<file path="src/rtl/tl_pkg.sv">
// Shared TileLink definitions used by hosts and devices on the interconnect.
// Contents:
//   tl_a_op_e - A-channel opcodes (Get, PutFullData, ...)
//   tl_d_op_e - D-channel opcodes (AccessAck, AccessAckData, ...)
package tl_pkg;

  typedef enum logic [2:0] {
    PUT_FULL_DATA    = 3'h0,
    PUT_PARTIAL_DATA = 3'h1,
    ARITHMETIC_DATA  = 3'h2,
    LOGICAL_DATA     = 3'h3,
    GET              = 3'h4,
    INTENT           = 3'h5
  } tl_a_op_e;

  typedef enum logic [2:0] {
    ACCESS_ACK      = 3'h0,
    ACCESS_ACK_DATA = 3'h1,
    HINT_ACK        = 3'h2
  } tl_d_op_e;

endpackage

</file>
<file path="src/rtl/tl_copy_engine.sv">
// TileLink-UL host that copies len_i full-width beats from src_i to dst_i.
// Each beat is a Get followed by a PutFullData; one transaction in flight.
//
// Ports:
//   clk_i, rst_i          clock, synchronous active-high reset
//   start_i               one-cycle start request, honoured only in IDLE
//   src_i, dst_i, len_i   copy parameters; addresses are beat-aligned on capture
//   busy_o                copy in progress (not IDLE, not FIN)
//   done_o                one-cycle pulse as a copy ends (success or abort)
//   error_o               last copy aborted; cleared by the next accepted start
//   host_a_*              A channel (outputs except host_a_ready)
//   host_d_*              D channel (inputs except host_d_ready)
//   dbg_state_o           current FSM state encoding, for observation only
//
// Handshake: a beat transfers on a rising edge where valid and ready are both
// high. Once valid is raised it stays high, with its payload unchanged, until
// that edge; ready may be raised or lowered at any time.
//
// All outputs are decoded from the state register and datapath registers, so
// nothing combinational runs from an input to an output.
module tl_copy_engine
  import tl_pkg::*;
#(
  parameter int unsigned DataWidth   = 64,
  parameter int unsigned AddrWidth   = 38,
  parameter int unsigned SourceWidth = 3,
  parameter int unsigned SinkWidth   = 1,
  parameter int unsigned SourceId    = 0,
  parameter int unsigned LenWidth    = 16
) (
  input  logic                     clk_i,
  input  logic                     rst_i,
  input  logic                     start_i,
  input  logic [AddrWidth-1:0]     src_i,
  input  logic [AddrWidth-1:0]     dst_i,
  input  logic [LenWidth-1:0]      len_i,
  output logic                     busy_o,
  output logic                     done_o,
  output logic                     error_o,
  output logic                     host_a_valid,
  input  logic                     host_a_ready,
  output logic [2:0]               host_a_opcode,
  output logic [2:0]               host_a_param,
  output logic [1:0]               host_a_size,
  output logic [SourceWidth-1:0]   host_a_source,
  output logic [AddrWidth-1:0]     host_a_address,
  output logic [DataWidth/8-1:0]   host_a_mask,
  output logic                     host_a_corrupt,
  output logic [DataWidth-1:0]     host_a_data,
  input  logic                     host_d_valid,
  output logic                     host_d_ready,
  input  logic [2:0]               host_d_opcode,
  input  logic [1:0]               host_d_param,
  input  logic [1:0]               host_d_size,
  input  logic [SourceWidth-1:0]   host_d_source,
  input  logic [SinkWidth-1:0]     host_d_sink,
  input  logic                     host_d_denied,
  input  logic                     host_d_corrupt,
  input  logic [DataWidth-1:0]     host_d_data,
  output logic [2:0]               dbg_state_o
);

  localparam int unsigned BeatBytes = DataWidth / 8;
  localparam int unsigned OffWidth  = $clog2(BeatBytes);
  // The size field is two bits wide, which covers beats up to 64 bits.
  localparam logic [1:0]           BeatSize   = 2'(OffWidth);
  localparam logic [AddrWidth-1:0] BeatStride = AddrWidth'(BeatBytes);
  localparam logic [AddrWidth-1:0] AlignMask  = ~AddrWidth'(BeatBytes - 1);

  typedef enum logic [2:0] {
    ST_IDLE    = 3'd0,
    ST_RD_REQ  = 3'd1,
    ST_RD_RESP = 3'd2,
    ST_WR_REQ  = 3'd3,
    ST_WR_RESP = 3'd4,
    ST_FIN     = 3'd5
  } state_e;

  state_e                 state_q, state_d;
  logic [AddrWidth-1:0]   src_q, dst_q;
  logic [LenWidth-1:0]    rem_q;
  logic [DataWidth-1:0]   beat_q;
  logic                   error_q;

  logic rd_ok, wr_ok;
  assign rd_ok = (host_d_opcode == ACCESS_ACK_DATA) && !host_d_denied && !host_d_corrupt;
  assign wr_ok = (host_d_opcode == ACCESS_ACK) && !host_d_denied;

  // D-channel routing fields are not needed with a single outstanding request.
  logic unused_d;
  assign unused_d = ^{host_d_param, host_d_size, host_d_source, host_d_sink};

  // State register.
  always_ff @(posedge clk_i) begin
    if (rst_i) state_q <= ST_IDLE;
    else       state_q <= state_d;
  end

  // Next-state logic. In the RESP states d_ready is high, so d_valid alone
  // marks an accepted D beat.
  always_comb begin
    state_d = state_q;
    case (state_q)
      ST_IDLE: begin
        if (start_i) state_d = (len_i == '0) ? ST_FIN : ST_RD_REQ;
      end
      ST_RD_REQ: begin
        if (host_a_ready) state_d = ST_RD_RESP;
      end
      ST_RD_RESP: begin
        if (host_d_valid) state_d = rd_ok ? ST_WR_REQ : ST_FIN;
      end
      ST_WR_REQ: begin
        if (host_a_ready) state_d = ST_WR_RESP;
      end
      ST_WR_RESP: begin
        if (host_d_valid) begin
          if (!wr_ok)                         state_d = ST_FIN;
          else if (rem_q == LenWidth'(1))     state_d = ST_FIN;
          else                                state_d = ST_RD_REQ;
        end
      end
      ST_FIN:  state_d = ST_IDLE;
      default: state_d = ST_IDLE;
    endcase
  end

  // Datapath: addresses, remaining count, beat buffer and sticky error.
  always_ff @(posedge clk_i) begin
    if (rst_i) begin
      src_q   <= '0;
      dst_q   <= '0;
      rem_q   <= '0;
      beat_q  <= '0;
      error_q <= 1'b0;
    end else begin
      case (state_q)
        ST_IDLE: begin
          if (start_i) begin
            src_q   <= src_i & AlignMask;
            dst_q   <= dst_i & AlignMask;
            rem_q   <= len_i;
            error_q <= 1'b0;
          end
        end
        ST_RD_RESP: begin
          if (host_d_valid) begin
            beat_q <= host_d_data;
            if (!rd_ok) error_q <= 1'b1;
          end
        end
        ST_WR_RESP: begin
          if (host_d_valid) begin
            if (wr_ok) begin
              // Address arithmetic wraps modulo 2^AddrWidth by width truncation.
              src_q <= src_q + BeatStride;
              dst_q <= dst_q + BeatStride;
              rem_q <= rem_q - LenWidth'(1);
            end else begin
              error_q <= 1'b1;
            end
          end
        end
        default: ;
      endcase
    end
  end

  // Output decode. Payload is zero whenever no request is being offered.
  always_comb begin
    host_a_valid   = 1'b0;
    host_a_opcode  = '0;
    host_a_param   = '0;
    host_a_size    = '0;
    host_a_source  = '0;
    host_a_address = '0;
    host_a_mask    = '0;
    host_a_corrupt = 1'b0;
    host_a_data    = '0;
    case (state_q)
      ST_RD_REQ: begin
        host_a_valid   = 1'b1;
        host_a_opcode  = GET;
        host_a_size    = BeatSize;
        host_a_source  = SourceWidth'(SourceId);
        host_a_address = src_q;
        host_a_mask    = '1;
      end
      ST_WR_REQ: begin
        host_a_valid   = 1'b1;
        host_a_opcode  = PUT_FULL_DATA;
        host_a_size    = BeatSize;
        host_a_source  = SourceWidth'(SourceId);
        host_a_address = dst_q;
        host_a_mask    = '1;
        host_a_data    = beat_q;
      end
      default: ;
    endcase
  end

  assign host_d_ready = (state_q == ST_RD_RESP) || (state_q == ST_WR_RESP);
  assign busy_o       = (state_q != ST_IDLE) && (state_q != ST_FIN);
  assign done_o       = (state_q == ST_FIN);
  assign error_o      = error_q;
  assign dbg_state_o  = state_q;

endmodule
</file>
<file path="config.mk">
export PLATFORM = sky130hd
export DESIGN_NAME = tl_copy_engine
export DESIGN_NICKNAME = d
export VERILOG_FILES = /design/src/rtl/tl_pkg.sv /design/src/rtl/tl_copy_engine.sv
export SDC_FILE = /design/constraint.sdc
export NUM_CORES = 1
export LEC_CHECK = 0
export CORE_MARGIN = 2
export CORE_UTILIZATION = 55
export CTS_BUF_LIST = sky130_fd_sc_hd__clkbuf_16
export DETAILED_ROUTE_END_ITERATION = 10
export DONT_BUFFER_PORTS = 1
export HOLD_SLACK_MARGIN = 0.06
export PLACE_DENSITY = 0.7
export SYNTH_ARGS = -nofsm -noshare
export SYNTH_HDL_FRONTEND = slang
export SYNTH_SLANG_ARGS = --single-unit
</file>
<file path="constraint.sdc">
create_clock -name clk_i -period 2.8 [get_ports clk_i]
set_clock_uncertainty 0.2 [all_clocks]
set_input_delay 0.42 -clock clk_i [delete_from_list [all_inputs] [get_ports clk_i]]
set_output_delay 0.42 -clock clk_i [all_outputs]
set_load 0.05 [all_outputs]
</file>
Word-level counts from Yosys, hierarchy flattened
Cells that the tools add are included.
{"block": "word_totals", "ff_bits": 160, "inputBits": 174, "out_inout_bits": 130, "word_cells": 77}
{"block": "op_classes", "n_addsub": 3, "n_eq_ne": 16, "muxes": 34, "n_reduce_logical": 18}
{"op": "38-bit 2-to-1 mux", "count": 6}
{"op": "38-bit case mux with 2 select lines", "count": 3}
{"op": "38-bit by 4-bit adder with 38-bit output (second input constant)", "count": 2}
{"op": "64-bit 2-to-1 mux", "count": 1}
{"op": "16-bit 2-to-1 mux", "count": 3}
{"op": "16-bit case mux with 2 select lines", "count": 1}
{"op": "3-bit 2-to-1 mux", "count": 10}
{"op": "16-bit by 1-bit equality test with 1-bit output (second input constant)", "count": 1}
{"op": "16-bit logical NOT", "count": 1}
{"op": "2-bit inequality test (second input constant)", "count": 8}
{"op": "16-bit by 1-bit subtractor with 16-bit output (second input constant)", "count": 1}
{"op": "3-bit case mux with 5 select lines", "count": 1}
{"op": "8-bit 2-to-1 mux", "count": 1}
{"op": "3-bit by 1-bit equality test with 1-bit output (second input constant)", "count": 2}
{"op": "3-bit by 2-bit equality test with 1-bit output (second input constant)", "count": 2}
{"op": "3-bit equality test (second input constant)", "count": 2}
{"op": "3-bit logical NOT", "count": 2}
{"op": "1-bit 2-to-1 mux", "count": 6}
{"op": "6-bit AND reduction", "count": 1}
{"op": "3-bit nonzero test", "count": 2}
{"op": "5-bit AND reduction", "count": 1}
{"op": "1-bit logical AND", "count": 4}
{"op": "4-bit AND reduction", "count": 1}
{"op": "3-bit inequality test (second input constant)", "count": 1}
{"op": "7 further kinds", "count": 8}

Longest topological paths before layout
{"block": "logic_depth", "word_depth": 6, "ltp_mapped": 8, "ltp_nobuf": 6}

Worst setup path before layout
Ideal clock, no wire load.
{"block": "synth_timing", "path_type": "reg2out", "startpoint": "register state_q[1] (netlist: dbg_state_o[1])", "endpoint": "output host_a_address[10]", "arrival_ns": 2.598, "required_time_ns": 2.180, "path_slack_ns": -0.418, "path_stages_with_launch": 6, "n_path_buf": 3, "path_cell_list": "dfxtp_1 > clkbuf_1 > clkbuf_1 > buf_1 > mux2i_1 > nor2_1"}
{"block": "synth_via", "elab_chain_cells": 2, "word_cells_on_any_way": 3, "cone_classes": "2 x eq/ne; 1 x mux"}
{"element": "start: declaration", "line": "tl_copy_engine.sv:79", "text": "state_e state_q, state_d;"}
{"element": "start signal: assignment", "line": "tl_copy_engine.sv:96", "text": "else state_q <= state_d;"}
{"element": "3-bit by 2-bit equality test with 1-bit output or 3-bit by 1-bit equality test with 1-bit output (tied branches)", "line": "tl_copy_engine.sv:180", "text": "case (state_q)"}
{"element": "38-bit case mux with 2 select lines *", "line": "tl_copy_engine.sv:180"}
{"element": "end: declaration", "line": "tl_copy_engine.sv:46", "text": "output logic [AddrWidth-1:0] host_a_address,"}
Every way passes the cells marked *; elsewhere a longest branch is shown, timed or not.

Worst setup path after layout
{"block": "layout_timing", "startpoint": "register src_q[5]", "endpoint": "register src_q[32]"}
{"block": "layout_via", "elab_chain_cells": 4}
{"element": "start: declaration", "line": "tl_copy_engine.sv:80", "text": "logic [AddrWidth-1:0] src_q, dst_q;"}
{"element": "start signal: assignment", "line": "tl_copy_engine.sv:140", "text": "src_q <= src_i & AlignMask;"}
{"element": "start signal: assignment", "line": "tl_copy_engine.sv:156", "text": "src_q <= src_q + BeatStride;"}
{"element": "38-bit by 4-bit adder with 38-bit output", "line": "tl_copy_engine.sv:156"}
{"element": "38-bit 2-to-1 mux", "line": "tl_copy_engine.sv:154", "text": "if (wr_ok) begin"}
{"element": "38-bit 2-to-1 mux", "line": "tl_copy_engine.sv:153", "text": "if (host_d_valid) begin"}
{"element": "38-bit case mux with 2 select lines", "line": "tl_copy_engine.sv:137", "text": "case (state_q)"}
No other way between the ends. The select of a mux whose other input is x is not followed.
A chain may end at the register's enable or synchronous reset.

==> results.md <==
- The run finished with clean final reports.
- The critical hold path startpoint is dst_i[3].
- The count of final max-slew check failures is 0.
- The maximum fanout encountered on the critical timing path is 7.
- The clock sink count is 154.
- For the pin with the worst max-slew slack, the measured transition is slightly above 1 ns.
- The setup slack of the most critical reg-to-reg path is 0.11 ns.
- The clock root buffer is sky130_fd_sc_hd__clkbuf_16.
- The area growth from synthesis to layout is 44.2%.
- The clock latency on the worst-skew pair is around 0.43 ns.
- The length of the first detailed-routing pass in iterations is 8.
- The area of the die is 17400 um2.
- Entering global routing, the biggest net connects 119 pins.
- The cell area that synthesis handed to floorplanning was 8990 um2.
- Based on the critical path, the design can be clocked at up to approximately 370 MHz.
- The kind of launch point of the worst setup path is a flop.
- The headroom to the max-slew limit is between 30 and 40%.
- The kind of end point of the critical path is a flop.
- At the end of routability-driven placement, the weighted congestion stood at about 0.93.
- The number of fillers in the final layout is 1018.
- Measured along the x axis, the die boundary spans 132 um.
- Pin placement for this block handled ~300 I/O pins.
- Synthesis handed over a netlist of between 1000 and 1500 instances.
- The mean instance size in the synthesized netlist is 7.24 um2.
- Data on the critical path arrives at its endpoint at 2.84 ns.
- For this run, the post-layout net count is 1590.
- Setup repair after global routing left no endpoint under its margin.
- After the first detailed-routing iteration, the DRC count stood at 1156.
- The floorplan has 46 rows.
- The family of cells with the greatest summed delay on the critical path is simple AND/OR/NAND/NOR gates.
- The total number of H-tree levels is 4.
- Dividing the detail-routed wire length by the instance count gives 20.2 um.
- The share of the cycle needed by the critical path after routing is 96.1%.
- The first-pass GRT wire length is 52200 um.
- The type of the setup path with the least slack is flop to flop.
- The ratio of cells with drive above 1 in the final layout is 18.7%.
- The clock tree from TritonCTS is built.
- Traced cell by cell, the critical path runs through nand4_2, or4_1, or4_4, or4_1, a31oi_1.
- Dividing total power by cell area gives a power density of 530 nW/um2.
- For this run, the slowest stage of the critical path takes 0.63 ns.
- The slowest stage of the critical path is the sky130_fd_sc_hd__or4_1 cell.
- After global routing the overflow that remains totals 0.
- In this run the remaining antenna-violating nets after routing total 0.
- The fraction of synthesis flops using an asynchronous set or reset pin is 0%.
- The kind of path behind the tightest hold check is input port to flop.
- The overall track demand over capacity in global routing is 36.6%.
- Summed over all layers, the routed wires come to between 30000 and 40000 um.
- The total placed instance area is 11200 um2.
- The floorplan die height is 132 um.
- For this run, design rule violations remaining after detail routing come to 0.
- In this run the critical register-to-register path is launched from src_q[5]$_SDFFE_PP0P_.
- The count of flip-flops with a built-in enable after synthesis is 0.
- After synthesis, the netlist uses 68 different library cells.
- Setup violations remaining at the end of the flow were counted as 0.
- The initial standard-cell utilization of the core is 56.4%.
- The via total after detailed routing is 10431.
- After detailed placement, the design holds a cell count of 1502.
- The design draws 6870 uW.
- Dividing the detail-routed via count by the number of cells gives 6.35.
- The count of warnings emitted by yosys is 0.
- The buffers plus inverters on the worst setup path is 0.
- The count of buffers added on input and output ports is 0.
- The share of the yosys chip area belonging to registers is 34.3%.
- In this run the standard cell core region covers 15900 um2.
- In this run the worst setup path begins at src_q[5]$_SDFFE_PP0P_.
- Across the run, the number of max-cap violations was 0.
- The clock transition at the registers of the reported paths is 0.07 ns.
- The maximum number of buffers from clock root to sink is 2.
- The via count of the first global-routing pass is 9967.
- At the worst endpoint, the required time is 2.95 ns.
- In this run, CTS created clock tree buffers numbering 17.
- The HPWL after detailed placement is 20100 um.
- The cell repeated most along the worst path is sky130_fd_sc_hd__or4_1.
- In this run the static leakage power is 0.00498 uW.
- The number of hold violations in the final report is 0.
- The number of non-filler instances in the completed layout is 1642.
- In the final timing run, aggregate negative setup slack is 0 ns.
- Across the VDD grid, the largest voltage drop is 496 uV.
- The worst hold-check slack is about 0.062 ns.
- After layout, the minimum clock period comes to 2.69 ns.
- The prevailing post-synth register cell is sky130_fd_sc_hd__dfxtp_1.
- The post-synthesis register bit count is 154.
- The area of all placed cells without fillers is approximately 13000 um2.
- The number of antenna violations at the first check in global routing is 1.
[metal layers]
metal	track usage [%]	up-vias	wire [um]
li1	-	4800	-
met1	44.3	4930	12700
met2	62.1	605	16400
met3	9.53	96	3080
met4	14.4	0	1110
met5	0	-	0
[layout by cell type, fill, tap and decap left out, types with 18 or more instances in the layout]
cell type / count
sky130_fd_sc_hd__mux2i_1: 42
sky130_fd_sc_hd__buf_12: 91
sky130_fd_sc_hd__a31oi_1: 25
sky130_fd_sc_hd__nand3_1: 45
sky130_fd_sc_hd__nor2_1: 69
sky130_fd_sc_hd__a211oi_1: 18
sky130_fd_sc_hd__nor2_2: 29
sky130_fd_sc_hd__o21ai_0: 49
sky130_fd_sc_hd__a21oi_1: 144
sky130_fd_sc_hd__nand4_1: 20
sky130_fd_sc_hd__and3_1: 88
sky130_fd_sc_hd__buf_4: 72
sky130_fd_sc_hd__nor3_1: 29
sky130_fd_sc_hd__clkbuf_16: 18
sky130_fd_sc_hd__dfxtp_1: 147
sky130_fd_sc_hd__nand2_1: 204
sky130_fd_sc_hd__nor4_1: 18
sky130_fd_sc_hd__dlygate4sd3_1: 98
[cell families after synthesis]
logic type,after synthesis,share of synthesized area [%]
mux,42,4.67
other cells,1,0.0417
simple gates,574,31.3
fa+ha+maj,4,0.556
buf+inv,140,7.05
flops,154,34.3
xor+xnor,1,0.0974
compound gates,326,22.0
[worst paths after layout]
kind	depth (start not counted)	end
hold reg to reg	2	beat_q[31]$_SDFFE_PP0P_
setup / recovery	5	src_q[32]$_SDFFE_PP0P_
hold / removal	3	dst_q[3]$_SDFFE_PP0P_
setup reg to reg	5	src_q[32]$_SDFFE_PP0P_
[Yosys cell counts (4+ instances only)]
master	count	share of area (%)
sky130_fd_sc_hd__nor2b_1	4	0.28
sky130_fd_sc_hd__buf_1	8	0.33
sky130_fd_sc_hd__and3_1	88	6.1
sky130_fd_sc_hd__inv_1	15	0.63
sky130_fd_sc_hd__or3_1	11	0.77
sky130_fd_sc_hd__o31ai_1	6	0.50
sky130_fd_sc_hd__a211oi_1	18	1.5
sky130_fd_sc_hd__o32ai_1	6	0.58
sky130_fd_sc_hd__a21oi_1	145	8.1
sky130_fd_sc_hd__dfxtp_1	154	34
sky130_fd_sc_hd__o31a_1	4	0.39
sky130_fd_sc_hd__nand3_1	46	2.6
sky130_fd_sc_hd__or4_1	12	1.0
sky130_fd_sc_hd__nor4_1	19	1.3
sky130_fd_sc_hd__o21ai_0	49	2.7
sky130_fd_sc_hd__nor2_1	99	4.1
sky130_fd_sc_hd__o22ai_1	10	0.70
sky130_fd_sc_hd__a21o_1	6	0.50
sky130_fd_sc_hd__clkbuf_1	89	3.7
sky130_fd_sc_hd__nor3_1	29	1.6
sky130_fd_sc_hd__mux2i_1	42	4.7
sky130_fd_sc_hd__nand2b_1	5	0.35
sky130_fd_sc_hd__nand4_1	20	1.4
sky130_fd_sc_hd__nand3b_1	6	0.50
sky130_fd_sc_hd__a31oi_1	25	1.7
sky130_fd_sc_hd__nand2_1	206	8.6
sky130_fd_sc_hd__buf_4	24	2.0
sky130_fd_sc_hd__o211ai_1	11	0.92
sky130_fd_sc_hd__ha_1	4	0.56
sky130_fd_sc_hd__and2_1	7	0.49
sky130_fd_sc_hd__a41oi_1	5	0.49
sky130_fd_sc_hd__a22oi_1	12	1.0
sky130_fd_sc_hd__o41ai_1	4	0.39
[where the power goes]
group / internal [uW] / switching [uW] / leakage, uW
logic: 637 / 1080 / 0.00341
clock network: 1590 / 990 / 0.000313
registers: 2360 / 215 / 0.00126
total: 4580 / 2290 / 0.00498
[layout make-up]
type / instances / area [um2] / share of cell area (%)
tap: 216 / 270 / 2.08
timing repair buffer: 265 / 3420 / 26.3
multi-input combinational: 959 / 5480 / 42.2
inverter: 15 / 63.8 / 0.492
clock inverter: 15 / 224 / 1.73
antenna: 1 / 2.50 / 0.0193
clock buffer: 17 / 425 / 3.28
sequential: 154 / 3090 / 23.8
[stage by stage]
step | util [%] | setup slack (ns)
2_1_floorplan | - | -0.145
4_1_cts | 80.5 | 0.0202
3_5_place_dp | 70.1 | 0.196
6_report | 81.4 | 0.108
5_1_grt | 81.4 | 0.00726
3_3_place_gp | 70.1 | 0.231
[tightest hold or removal path: stages]
cell and delay, ns:
sky130_fd_sc_hd__and3_1 0.12, sky130_fd_sc_hd__a211oi_1 0.05, sky130_fd_sc_hd__nor2_1 0.07
[registers in the layout, summed over array words and instances, names as in the netlist]
register     count
dbg_state_o      3
error_o          1
rem_q           16
dst_q           35
beat_q          64
src_q           35
[timing repair]
action                                  4_1_cts  5_1_grt
gates resized for setup                       0       18
setup buffers                                 0        7
hold endpoints to repair                    154        0
endpoints found under the setup margin        0       31
hold buffers                                 99        0
(Power assumes the default switching activity.)
